### src/rtl/scan_selector.sv
// scan_selector: registered N_CH:1 channel selector with a manual mode and a timed auto-scan mode.
// Optional macro SCAN_SEL_MASK_EN adds ch_mask so that auto-scan skips disabled channels.
module scan_selector #(
    parameter  int N_CH  = 4,
    parameter  int W     = 8,
    parameter  int DWELL = 25000000,
    localparam int SELW  = $clog2(N_CH)
) (
    input  logic                clk,
    input  logic                rst,
    input  logic [N_CH*W-1:0]   din,
    input  logic                mode,
    input  logic [SELW-1:0]     man_sel,
    input  logic                step,
    input  logic                pause,
`ifdef SCAN_SEL_MASK_EN
    input  logic [N_CH-1:0]     ch_mask,
`endif
    output logic [W-1:0]        y,
    output logic [SELW-1:0]     sel,
    output logic                wrap,
    output logic                y_stb
);

    localparam int              CW       = $clog2(DWELL);
    localparam logic [CW-1:0]   CNT_LAST = CW'(DWELL - 1);
    localparam logic [SELW-1:0] SEL_MAX  = SELW'(N_CH - 1);

    logic [CW-1:0]   r_cnt;
    logic            r_sel_chg;
    logic [W-1:0]    w_ch [N_CH];
    logic [N_CH-1:0] w_mask;
    logic [SELW-1:0] w_next;
    logic            w_found;
    logic [SELW-1:0] w_man;

    for (genvar i = 0; i < N_CH; i++) begin : g_ch
        assign w_ch[i] = din[i*W +: W];
    end

`ifdef SCAN_SEL_MASK_EN
    assign w_mask = ch_mask;
`else
    assign w_mask = '1;
`endif

    assign w_man = (int'(man_sel) >= N_CH) ? SEL_MAX : man_sel;

    // Search upward from sel+1, wrapping; the last candidate is sel itself.
    always_comb begin : next_sel
        int idx;
        idx     = 0;
        w_next  = sel;
        w_found = 1'b0;
        for (int k = 1; k <= N_CH; k++) begin
            idx = int'(sel) + k;
            if (idx >= N_CH) begin
                idx = idx - N_CH;
            end
            if (!w_found && w_mask[SELW'(idx)]) begin
                w_next  = SELW'(idx);
                w_found = 1'b1;
            end
        end
    end

    // r_sel_chg marks a sel change so y_stb fires on the edge y first picks it up.
    always_ff @(posedge clk or posedge rst) begin
        if (rst) begin
            r_cnt     <= '0;
            r_sel_chg <= 1'b0;
            sel       <= '0;
            y         <= '0;
            wrap      <= 1'b0;
            y_stb     <= 1'b0;
        end else begin
            y         <= w_ch[sel];
            y_stb     <= r_sel_chg;
            wrap      <= 1'b0;
            r_sel_chg <= 1'b0;
            if (!mode) begin
                sel       <= w_man;
                r_cnt     <= '0;
                r_sel_chg <= (w_man != sel);
            end else if (!pause && w_found) begin
                if (step || (r_cnt == CNT_LAST)) begin
                    sel       <= w_next;
                    r_cnt     <= '0;
                    wrap      <= (w_next <= sel);
                    r_sel_chg <= (w_next != sel);
                end else begin
                    r_cnt <= r_cnt + 1'b1;
                end
            end
        end
    end

endmodule

### config.mk
export PLATFORM = sky130hd
export DESIGN_NAME = scan_selector
export DESIGN_NICKNAME = d
export VERILOG_FILES = /design/src/rtl/scan_selector.sv
export SDC_FILE = /design/constraint.sdc
export NUM_CORES = 1
export LEC_CHECK = 0
export CAP_MARGIN = 30
export CORE_MARGIN = 2
export CORE_UTILIZATION = 52
export DETAILED_ROUTE_END_ITERATION = 8
export PLACE_DENSITY = 0.94
export SLEW_MARGIN = 40
export SYNTH_ARGS = -nofsm -noshare
export SYNTH_HDL_FRONTEND = slang
export SYNTH_SLANG_ARGS = --single-unit
### constraint.sdc
create_clock -name clk -period 2.7 [get_ports clk]
set_input_delay 0.54 -clock clk [delete_from_list [all_inputs] [get_ports clk]]
set_output_delay 0.54 -clock clk [all_outputs]
set_load 0.01 [all_outputs]
==> impl_results.md, run 1 <==
- Final WL: 4770 um
- Via Count: ~1600
- Clock root buffer: clkbuf_8
- Design area: approximately 2700 sq um
- Syn-to-layout area delta: 33.5%
- Layout cells sized above 1: a little over an eighth
- Syn nets: 220
- Die Y: 66.0 um
- Async SR Flop Fraction: 100%
- Commonest cells post-synth: dfrtp_1 (38), nor2_1 (27), xor2_1 (18), nand3_1 (13), nand2_1 (12)
- Detailed-route DRC error count: 0
- CTS Hold Bufs: 0
- Crit path kind: flop to flop
- CTS tree: done
- Die footprint: 4350 sq um
- Worst R2R Start: r_cnt[0]$_DFFE_PP0P_
- Synthesized instance count: 179
- Syn Std Cell Area: 2000 sq um
- CP max FO: 21
- Dpl hpwl: roughly 3500 um
- Reg2reg end: r_cnt[13]$_DFFE_PP0P_
- Cell variety after synth: 45
- Hold endpoint: y_stb$_DFF_PP0_
- Pwr/cell area: slightly above 500 nW/um^2
- Worst Tran Pin Value: slightly below 0.5 ns
- GRT overflow: 0
- Worst Hold Launch: r_sel_chg$_DFF_PP0_
- Max Cap Viol: 0
- Die span in x: 66.0 um
- Post-synth EDFFs: 0
- Final Skew: between 0.005 and 0.006 ns
- Multi-input gate area: ~1000 sq um
- Final worst path period share: between 80% and 90%
- Drt wl/cell: roughly 17 um
- Initial antenna violation count: 0
- Synth top area share: between 40% and 50%
- # fillers: approximately 240
- CP Launch Type: flop
- Register area: 951 sq um
- Register area share after synthesis: between 40 and 50%
- FP Rows: 22
- Leak: roughly 1.1 nW
- Register bit total from synthesis: 38
- Count leader, synth: dfrtp_1
- H-tree levels: 2
- Largest net degree at the start of global routing: 39
- DR pass1 iterations: 4
- Relative slew slack: about two thirds
- DRT iter0 DRCs: around 130
- Status: completed
- # resized after CTS: 0
- Setup violations, final: 0
- Clk Latency, worst-skew pair: just under 0.3 ns
- IO Port Bufs: 50
- Nets: 276
- Vias in the first global route: 1587
- Synth area leader: dfrtp_1
- CTS Buf Count: 5
- Clk buf depth: 2
- Critical Path RT: 2.85 ns
- Worst vdd ir: roughly 0.33 mV
- Ys flop type: dfrtp_1
- Global-route wire length before repair: around 7700 um
- Reg clk slew, reported paths: 0.07 ns
- RSZ-0062 raised after global routing: false
- Starting Density: a little over half
- Placer Congestion: 0.850
- Synth area leaders: dfrtp_1 (48%), mux4_2 (9.0%), xor2_1 (7.9%)
- Final Max Slew Viols: 0
- Reg2Reg Depth: 6
- Minimum clock period after layout: ~2.2 ns
- Post-place instance area: between 2000 and 3000 sq um
- Ant diodes: 0
- Core area: between 3000 and 4000 sq um
- Hold Vio Cnt, Final: 0
- Mean Syn Cell Area: 11.1 sq um
- Setup TNS: 0 ns
- HP Class: flop to flop
- Arrival time worst endpoint: 2.34 ns
- Ys Warns: 0
- CTS sink count: 38
- Num ports: 51
- Antenna viol nets, final: 0
- Gr usage total: a little under a quarter
- Flop2flop setup slack: ~0.51 ns
- Vias per inst: approximately 5.7
- Worst Setup End Kind: flop
- Setup Buffers After CTS: 0
- Maximum clock rate: ~0.46 GHz
- Worst hold path cell count: 0
[logic make-up after synthesis]
group                      synth area share (%)
muxes                                      10.1
and+or+nand+nor                            24.5
DFF                                        47.6
xor gates and xnor gates                   10.1
adders and majority gates                  1.25
AOI/OAI and AO/OA                          4.33
buffers and inverters                      2.13
[through the flow]
| stage | util, % | std cells | total power [mW] | setup WS [ns] | hold WS [ns] |
|---|---|---|---|---|---|
| after floorplan | - | 179 | 0.739 | 0.823 | 0.331 |
| after global placement | 69.3 | 276 | 0.871 | 0.592 | 0.334 |
| after detailed placement | 69.3 | 276 | 0.880 | 0.508 | 0.347 |
| after CTS | 72.2 | 284 | 1.35 | 0.564 | 0.365 |
| after global routing | 72.2 | 284 | 1.39 | 0.359 | 0.368 |
| final | 72.2 | 284 | 1.34 | 0.512 | 0.366 |
[routing by layer]
| layer | global-route usage [%] | part of all wire (%) | wire length [um] | vias to the layer above |
|---|---|---|---|---|
| li1 | - | - | - | 752 |
| met1 | 31.5 | 41 | 1950 | 809 |
| met2 | 37.4 | 52 | 2500 | 42 |
| met3 | 5.79 | 4.4 | 208 | 13 |
| met4 | 9.95 | 2.4 | 116 | 0 |
| met5 | 0 | 0 | 0 | - |
[layout by cell type (no fill, tap or decap), types with 2 or more instances in the layout]
master,instances
clkdlybuf4s50_1,50
dfrtp_1,38
nor2_1,27
xor2_1,18
nand3_1,13
nand2_1,12
nand4_1,8
mux4_2,8
xnor2_1,5
clkbuf_8,5
buf_4,5
and3_1,4
nor4_1,3
nor2b_1,2
nand2b_1,2
and4_1,2
o31a_1,2
a21boi_0,2
ha_1,2
clkinv_2,2
[area by class of cell]
type	instances	area share, %
inverters	1	0.141
multi-input cells	134	37.6
flip-flops and latches	38	35.7
clock buffers	5	2.58
well taps	48	2.25
clock inverters	3	1.50
repair buffers	55	20.2
[sequential cells by signal, summed over array words and instances (netlist names)]
register	flops
sel	2
y_stb	1
y	8
r_cnt	25
wrap	1
r_sel_chg	1
[how the worst max path moves through the flow]
stage                          from               endpoint  slack [ns]  cells after the start
2_1_floorplan  r_cnt[8]$_DFFE_PP0P_     sel[0]$_DFFE_PP0P_        0.82                      5
3_3_place_gp                  pause  r_cnt[13]$_DFFE_PP0P_        0.59                      6
3_5_place_dp                  pause  r_cnt[17]$_DFFE_PP0P_        0.51                      6
4_1_cts        r_cnt[0]$_DFFE_PP0P_    r_sel_chg$_DFF_PP0_        0.56                      6
5_1_grt        r_cnt[0]$_DFFE_PP0P_    r_sel_chg$_DFF_PP0_        0.36                      6
6_report       r_cnt[0]$_DFFE_PP0P_  r_cnt[13]$_DFFE_PP0P_        0.51                      6
[where the power goes]
group	switching, mW	total [mW]	internal [mW]	leakage (nW)
combinational	0.0946	0.249	0.154	0.509
clock	0.199	0.471	0.272	0.0579
sequential	0.0184	0.619	0.600	0.502
[critical path: stages, from the launching register on]
cell     delay [ns]
dfrtp_1        0.41
ha_1           0.22
nand3_1        0.20
nor4_2         0.45
a31oi_2        0.24
nand2_2        0.39
nor2_1         0.14
Note: power is estimated with default switching activity, not from simulation.
==> run 2, diff against run 1 <==
--- a/config.mk
+++ b/config.mk
@@ -7,9 +7,9 @@
 export LEC_CHECK = 0
 export CAP_MARGIN = 30
 export CORE_MARGIN = 2
-export CORE_UTILIZATION = 52
+export CORE_UTILIZATION = 49
 export DETAILED_ROUTE_END_ITERATION = 8
-export PLACE_DENSITY = 0.94
+export PLACE_DENSITY = 0.9
 export SLEW_MARGIN = 40
 export SYNTH_ARGS = -nofsm -noshare
 export SYNTH_HDL_FRONTEND = slang
==> constraint.sdc (replaced) <==
create_clock -name clk -period 2.3 [get_ports clk]
set_input_delay 0.46 -clock clk [delete_from_list [all_inputs] [get_ports clk]]
set_output_delay 0.46 -clock clk [all_outputs]
set_load 0.01 [all_outputs]
==> run 2 against run 1 <==
  * Worst setup slack got worse by 0.36 ns
  * Sequential power rose by 17%
  * Utilization fell by 4.0 points
  * Clock skew fell by 0.0020 ns
  * Die area rose by 5.8%
  * Routed wire length fell by 5.2%
  * Largest power group unchanged
==> impl_results.md, run 2 (synthesis results as in run 1) <==
- Biggest register: r_cnt
- CTS tree: done
- Largest regs: r_cnt: 25 flops, y: 8 flops, sel: 2 flops
- Crit path kind: flop to flop
- Gr usage total: 21.0% (-2.7 points)
- Max reg flops: 25 (unchanged)
- CP Launch Type: flop
- Largest net degree at the start of global routing: 39 (unchanged)
- Clk buf depth: 2 (unchanged)
- Placer Congestion: 0.875 (+3.0%)
- Detailed-route DRC error count: 0 (unchanged)
- Hold Vio Cnt, Final: 0 (unchanged)
- Maximum clock rate: 0.466 GHz (+1.9%)
- Num ports: 51 (unchanged)
- Setup violations, final: 0 (unchanged)
- Core area: 3970 sq um (+7.7%)
- Max Cap Viol: 0 (unchanged)
- Dpl hpwl: 3410 um (-3.7%)
- HP Class: flop to flop
- Starting Density: 50.3% (-3.9 points)
- Minimum clock period after layout: 2.15 ns (-0.0406 ns)
- H-tree levels: 2 (unchanged)
- CTS Buf Count: 5 (unchanged)
- Drt wl/cell: 15.8 um (-6.1%)
- Die footprint: 4600 sq um (+5.8%)
- CTS sink count: 38 (unchanged)
- Combinational power share: 16.9% (-1.7 points)
- Nets: 277 (+0.36%)
- DR pass1 iterations: 4 (unchanged)
- Sw Ratio: 21.2% (-2.1 points)
- GRT overflow: 0 (unchanged)
- Pwr/cell area: 632 nW/um^2 (+26%)
- Via Count: 1580 (-2.2%)
- Final Max Slew Viols: 0 (unchanged)
- CTS Hold Bufs: 0 (unchanged)
- Die span in x: 67.8 um (+2.8%)
- Worst Setup End Kind: flop
- Commonest cells after routing, fill and taps aside: clkdlybuf4s50_1 (50), dfrtp_1 (38), nor2_1 (27)
- DRT iter0 DRCs: 70 (-48%)
- Antenna viol nets, final: 0 (unchanged)
- FP Rows: 23 (+4.5%)
- Vias in the first global route: 1465 (-7.7%)
- Arrival time worst endpoint: 2.37 ns (+0.03 ns)
- Die Y: 67.8 um (+2.8%)
- Ant diodes: 0 (unchanged)
- Worst vdd ir: 0.455 mV (+37%)
- Global-route wire length before repair: 6980 um (-9.2%)
- Final WL: 4520 um (-5.2%)
- Part of the power in registers: 42.5% (-3.7 points)
- Most common cell after layout, fill and taps aside: clkdlybuf4s50_1
- Sw power: 0.363 mW (+16%)
- RSZ-0062 raised after global routing: false
- Critical Path RT: 2.53 ns (-0.32 ns)
- # resized after CTS: 0 (unchanged)
- Status: completed
- Clock root buffer: clkbuf_8
- P_int: 1.35 mW (+31%)
- CP max FO: 21 (unchanged)
- Setup TNS: 0 ns (unchanged)
- IO Port Bufs: 50 (unchanged)
- Final Skew: 0.00323 ns (-0.00200 ns)
- Final worst path period share: 93.4% (+12 points)
- Syn-to-layout area delta: 35.7%
- Clk Latency, worst-skew pair: 0.29 ns (about the same)
- Initial antenna violation count: 0 (unchanged)
- Setup Buffers After CTS: 0 (unchanged)
- Placed instance count: 279 (+1.1%)
- Clock network fraction of design power: 40.7% (+5.5 points)
- Vias per inst: 5.51 (-3.2%)
- Leak: 1.09 nW (+1.8%)
- Layout cells sized above 1: 13.5% (+0.37 points)
- Post-Layout Cell Count: 287 (+1.1%)
- Relative slew slack: 65.2% (-2.7 points)
- Worst Tran Pin Value: 0.522 ns (+0.0406 ns)
- Reg clk slew, reported paths: 0.07 ns (about the same)
## run 2: cell types whose count changed in the layout (fill, tap and decap cells not counted)
cell       delta
clkinv_2      -2
clkbuf_8      +1
bufinv_16     +1
buf_4         +1
## run 2: metal layers
metal,vias up,track usage (%),routed length [um]
li1,753,-,-
met1,792,29.2,2010
met2,28,32.8,2320
met3,7,4.93,122
met4,0,6.75,74
met5,-,0,0
## run 2: cell type report
| type | count | area (sq um) |
|---|---|---|
| clock buffers | 6 | 82.6 |
| well taps | 50 | 62.6 |
| clock inverters | 2 | 60.1 |
| flip-flops and latches | 38 | 951 |
| inverters | 1 | 3.75 |
| fillers | 315 | 1260 |
| repair buffers | 56 | 546 |
| multi-input cells | 134 | 1000 |
## run 2: critical path: stages (launching register included)
cell,delay (ns)
dfrtp_1,0.45
or4b_4,0.55
nor4_4,0.28
a31oi_2,0.21
nand2_2,0.38
o31a_1,0.21
## run 2: power groups by stage
stage	sequential (mW)	combinational, mW	clock [mW]
after floorplan	0.749	0.119	0
after global placement	0.737	0.283	0
after detailed placement	0.742	0.290	0
after CTS	0.728	0.293	0.703
after global routing	0.732	0.311	0.729
final	0.727	0.289	0.696
## run 2: through the flow
step | utilization, % | hold slack (ns) | total power, mW | worst slack, ns | area (sq um)
3_5_place_dp | 64.6 | 0.360 | 1.03 | 0.0965 | 2560
6_report | 68.2 | 0.370 | 1.71 | 0.152 | 2710
2_1_floorplan | - | 0.331 | 0.868 | 0.423 | 2000
4_1_cts | 68.2 | 0.378 | 1.72 | 0.136 | 2710
5_1_grt | 68.2 | 0.383 | 1.77 | 0.00187 | 2710
3_3_place_gp | 64.6 | 0.361 | 1.02 | 0.157 | 2560
## run 2: final timing paths
kind,startpoint,cells past startpoint,slack (ns),end
worst max register to register,r_cnt[8]$_DFFE_PP0P_,5,0.15,r_sel_chg$_DFF_PP0_
worst min-delay path,r_sel_chg$_DFF_PP0_,0,0.37,y_stb$_DFF_PP0_
worst max-delay path,r_cnt[8]$_DFFE_PP0P_,5,0.15,r_sel_chg$_DFF_PP0_
worst min register to register,r_sel_chg$_DFF_PP0_,0,0.37,y_stb$_DFF_PP0_
min in group asynchronous,rst,3,0.58,y[5]$_DFF_PP0_
max in group asynchronous,rst,3,1.39,r_cnt[8]$_DFFE_PP0P_
==> run 3, diff against run 2 <==
--- a/config.mk
+++ b/config.mk
@@ -5,9 +5,10 @@
 export SDC_FILE = /design/constraint.sdc
 export NUM_CORES = 1
 export LEC_CHECK = 0
+export ABC_AREA = 1
 export CAP_MARGIN = 30
 export CORE_MARGIN = 2
-export CORE_UTILIZATION = 49
+export CORE_UTILIZATION = 50
 export DETAILED_ROUTE_END_ITERATION = 8
 export PLACE_DENSITY = 0.9
 export SLEW_MARGIN = 40
==> run 3 against run 2 <==
  * Sequential share of layout area decreased by 0.75 points
  * First-iteration DRC count increased by 110%
  * Sequential cell count unchanged
  * Utilization about the same
  * Sequential power increased by 5.1%
  * Area after synthesis increased by 7.0%
  * Cell count increased by 34%
  * Maximum frequency increased by 9.7%
  * Power decreased by 7.4%
  * Clock power decreased by 40%
  * Combinational power increased by 39%
  * Critical path type is now flop to primary output
==> impl_results.md, run 3 <==
- Clk buf depth: 2 (unchanged)
- Layout cells sized above 1: 6.27% (-7.2 points)
- Global-route wire length before repair: 7980 um (+14%)
- Leak: 1.17 nW (+8.0%)
- FP Rows: 23 (unchanged)
- Reg2reg end: r_cnt[13]$_DFFE_PP0P_
- Synth top area share: 44.5% (-3.1 points)
- Vias in the first global route: 1879 (+28%)
- Synthesized instance count: 280 (+56%)
- Status: completed
- CP max FO: 13 (-38%)
- Worst Setup End Kind: primary output
- Slowest-stage cell, CP: clkdlybuf4s50_1
- Worst setup path start: sel[1]$_DFFE_PP0P_
- Max Cap Viol: 0 (unchanged)
- Largest net degree at the start of global routing: 39 (unchanged)
- Ant diodes: 0 (unchanged)
- Flop2flop setup slack: 0.63 ns (+0.48 ns)
- Critical Path RT: 1.84 ns (-0.69 ns)
- Clk Latency, worst-skew pair: 0.29 ns (about the same)
- Register bit total from synthesis: 38 (unchanged)
- Starting Density: 52.6% (+2.4 points)
- CP max stage delay: 0.62 ns (+0.07 ns)
- Hold Slack: 0.363 ns (-0.00702 ns)
- Buf+Inv Stages, Crit Path: 1 (+1)
- CP Launch Type: flop
- Biggest register: r_cnt
- Commonest cells after routing, fill and taps aside: nand2_1 (62), nor2_1 (60), clkdlybuf4s50_1 (50)
- Reg clk slew, reported paths: 0.07 ns (about the same)
- Count leader, synth: nand2_1
- Synth area leaders: dfrtp_1 (45%), nand2_1 (11%), nor2_1 (11%)
- H-tree levels: 2 (unchanged)
- Syn Std Cell Area: 2130 sq um (+7.0%)
- Relative slew slack: 69.0% (+3.8 points)
- DRT iter0 DRCs: 149 (+110%)
- Final WL: 4690 um (+3.7%)
- Via Count: 1927 (+22%)
- CTS Hold Bufs: 0 (unchanged)
- Hold endpoint: y_stb$_DFF_PP0_
- Syn-to-layout area delta: 29.6%
- # resized after CTS: 0 (unchanged)
- Setup TNS: 0 ns (unchanged)
- Drt wl/cell: 12.2 um (-23%)
- Minimum clock period after layout: 1.96 ns (-0.190 ns)
- Final Max Slew Viols: 0 (unchanged)
- RSZ-0062 raised after global routing: false
- Dpl hpwl: 3590 um (+5.1%)
- Syn nets: 321 (+46%)
- Core area: 4060 sq um (+2.2%)
- Die span in x: 69.3 um (+2.2%)
- Pwr/cell area: 573 nW/um^2 (-9.3%)
- DR pass1 iterations: 4 (unchanged)
- Gr usage total: 20.9% (-0.11 points)
- Vias per inst: 5.01 (-9.1%)
- Synth area leader: dfrtp_1
- Num ports: 51 (unchanged)
- Register area share after synthesis: 44.5% (-3.1 points)
- Final Power: 1.59 mW (-7.4%)
- HP Class: flop to flop
- Final Skew: 0.00366 ns (+0.000435 ns)
- Worst Tran Pin Value: 0.465 ns (-0.0570 ns)
- Post-synth EDFFs: 0 (unchanged)
- Worst hold path cell count: 0 (unchanged)
- Antenna viol nets, final: 0 (unchanged)
- GRT overflow: 0 (unchanged)
- Reg2Reg Depth: 10 (+5)
- Arrival time worst endpoint: 1.50 ns (-0.87 ns)
- Placer Congestion: 0.834 (-4.7%)
- Post-Layout Cell Count: 385 (+34%)
- Worst vdd ir: 0.411 mV (-9.7%)
- Die Y: 69.3 um (+2.2%)
- Maximum clock rate: 0.511 GHz (+9.7%)
- Die footprint: 4810 sq um (+4.5%)
- Worst-path cell chain: clkdlybuf4s50_1
- Most common cell after layout, fill and taps aside: nand2_1
- Max reg flops: 25 (unchanged)
- Nets: 376 (+36%)
- Worst Hold Launch: r_sel_chg$_DFF_PP0_
- Setup Buffers After CTS: 0 (unchanged)
- IO Port Bufs: 50 (unchanged)
- Ys Warns: 0 (unchanged)
- # fillers: 315 (unchanged)
- Worst R2R Start: r_cnt[1]$_DFFE_PP0P_
- CTS tree: done
- Mean Syn Cell Area: 7.62 sq um (-32%)
- Largest regs: r_cnt: 25 flops, y: 8 flops, sel: 2 flops
- Final worst path period share: 85.1% (-8.3 points)
- Clock root buffer: clkbuf_8
- Placed instance count: 378 (+35%)
- Commonest cells post-synth: nand2_1 (62), nor2_1 (60), dfrtp_1 (38), inv_1 (28), o21ai_0 (22)
- Setup violations, final: 0 (unchanged)
- CTS sink count: 38 (unchanged)
- Initial antenna violation count: 0 (unchanged)
- Hold Vio Cnt, Final: 0 (unchanged)
- Cell variety after synth: 26 (-42%)
- CTS Buf Count: 5 (unchanged)
- Crit path kind: flop to primary output
- Detailed-route DRC error count: 0 (unchanged)
- Async SR Flop Fraction: 100% (unchanged)
- Delay-heaviest family, CP: buffers and inverters
- Ys flop type: dfrtp_1
==> run 3: how the worst max path moves through the flow <==
stage,to,slack [ns],cells after the start
after detailed placement,r_cnt[21]$_DFFE_PP0P_,0.12,8
after global routing,r_cnt[9]$_DFFE_PP0P_,0.22,8
after global placement,r_cnt[9]$_DFFE_PP0P_,0.19,8
after floorplan,r_cnt[12]$_DFFE_PP0P_,0.79,11
final,sel[1],0.34,1
after CTS,sel[1],0.34,1
==> run 3: cell families after synthesis <==
| family | Yosys count | share of synthesized area, % |
|---|---|---|
| simple gates | 151 | 30.7 |
| flops | 38 | 44.5 |
| compound gates | 36 | 9.38 |
| buf+inv | 36 | 7.27 |
| xor+xnor | 17 | 6.98 |
| fa+ha+maj | 2 | 1.17 |
==> run 3: worst register-to-register path: stages (launching register included) <==
cell and delay (ns):
dfrtp_1 0.38, ha_1 0.22, inv_1 0.07, nor2_2 0.15, nand2_1 0.08, nor2_1 0.13
nand2_2 0.10, nand3_4 0.10, nand2_4 0.10, inv_6 0.16, nor2_1 0.07
==> run 3: routing by layer <==
| metal | up-vias | routed length (um) | share of wire, % | track usage [%] |
|---|---|---|---|---|
| met5 | - | 0 | 0 | 0 |
| met4 | 0 | 65 | 1.4 | 7.63 |
| met3 | 6 | 330 | 7.0 | 7.41 |
| met2 | 50 | 2390 | 51 | 36.8 |
| met1 | 882 | 1900 | 41 | 23.2 |
| li1 | 989 | - | - | - |
==> run 3: power by group <==
group / internal [mW] / leakage [nW] / switching, mW / total, mW
combinational: 0.205 / 0.633 / 0.196 / 0.401
clock: 0.208 / 0.0383 / 0.212 / 0.421
sequential: 0.730 / 0.504 / 0.0345 / 0.764
total: 1.14 / 1.17 / 0.443 / 1.59
==> run 3: layout make-up <==
cell class                      instances  area [sq um]  area share [%]
Tap cell                               50          62.6            2.26
Inverter                               30           118            4.25
Timing Repair Buffer                   54           531            19.2
Clock buffer                            7          76.3            2.76
Multi-Input combinational cell        206          1030            37.2
Sequential cell                        38           951            34.4
==> run 3: through the flow <==
stage / setup slack [ns] / util [%] / cell area (sq um)
finish: 0.343 / 68.2 / 2770
global route: 0.218 / 68.2 / 2770
CTS: 0.343 / 68.2 / 2770
detailed placement: 0.120 / 66.3 / 2690
global placement: 0.193 / 66.3 / 2690
floorplan: 0.794 / - / 2130
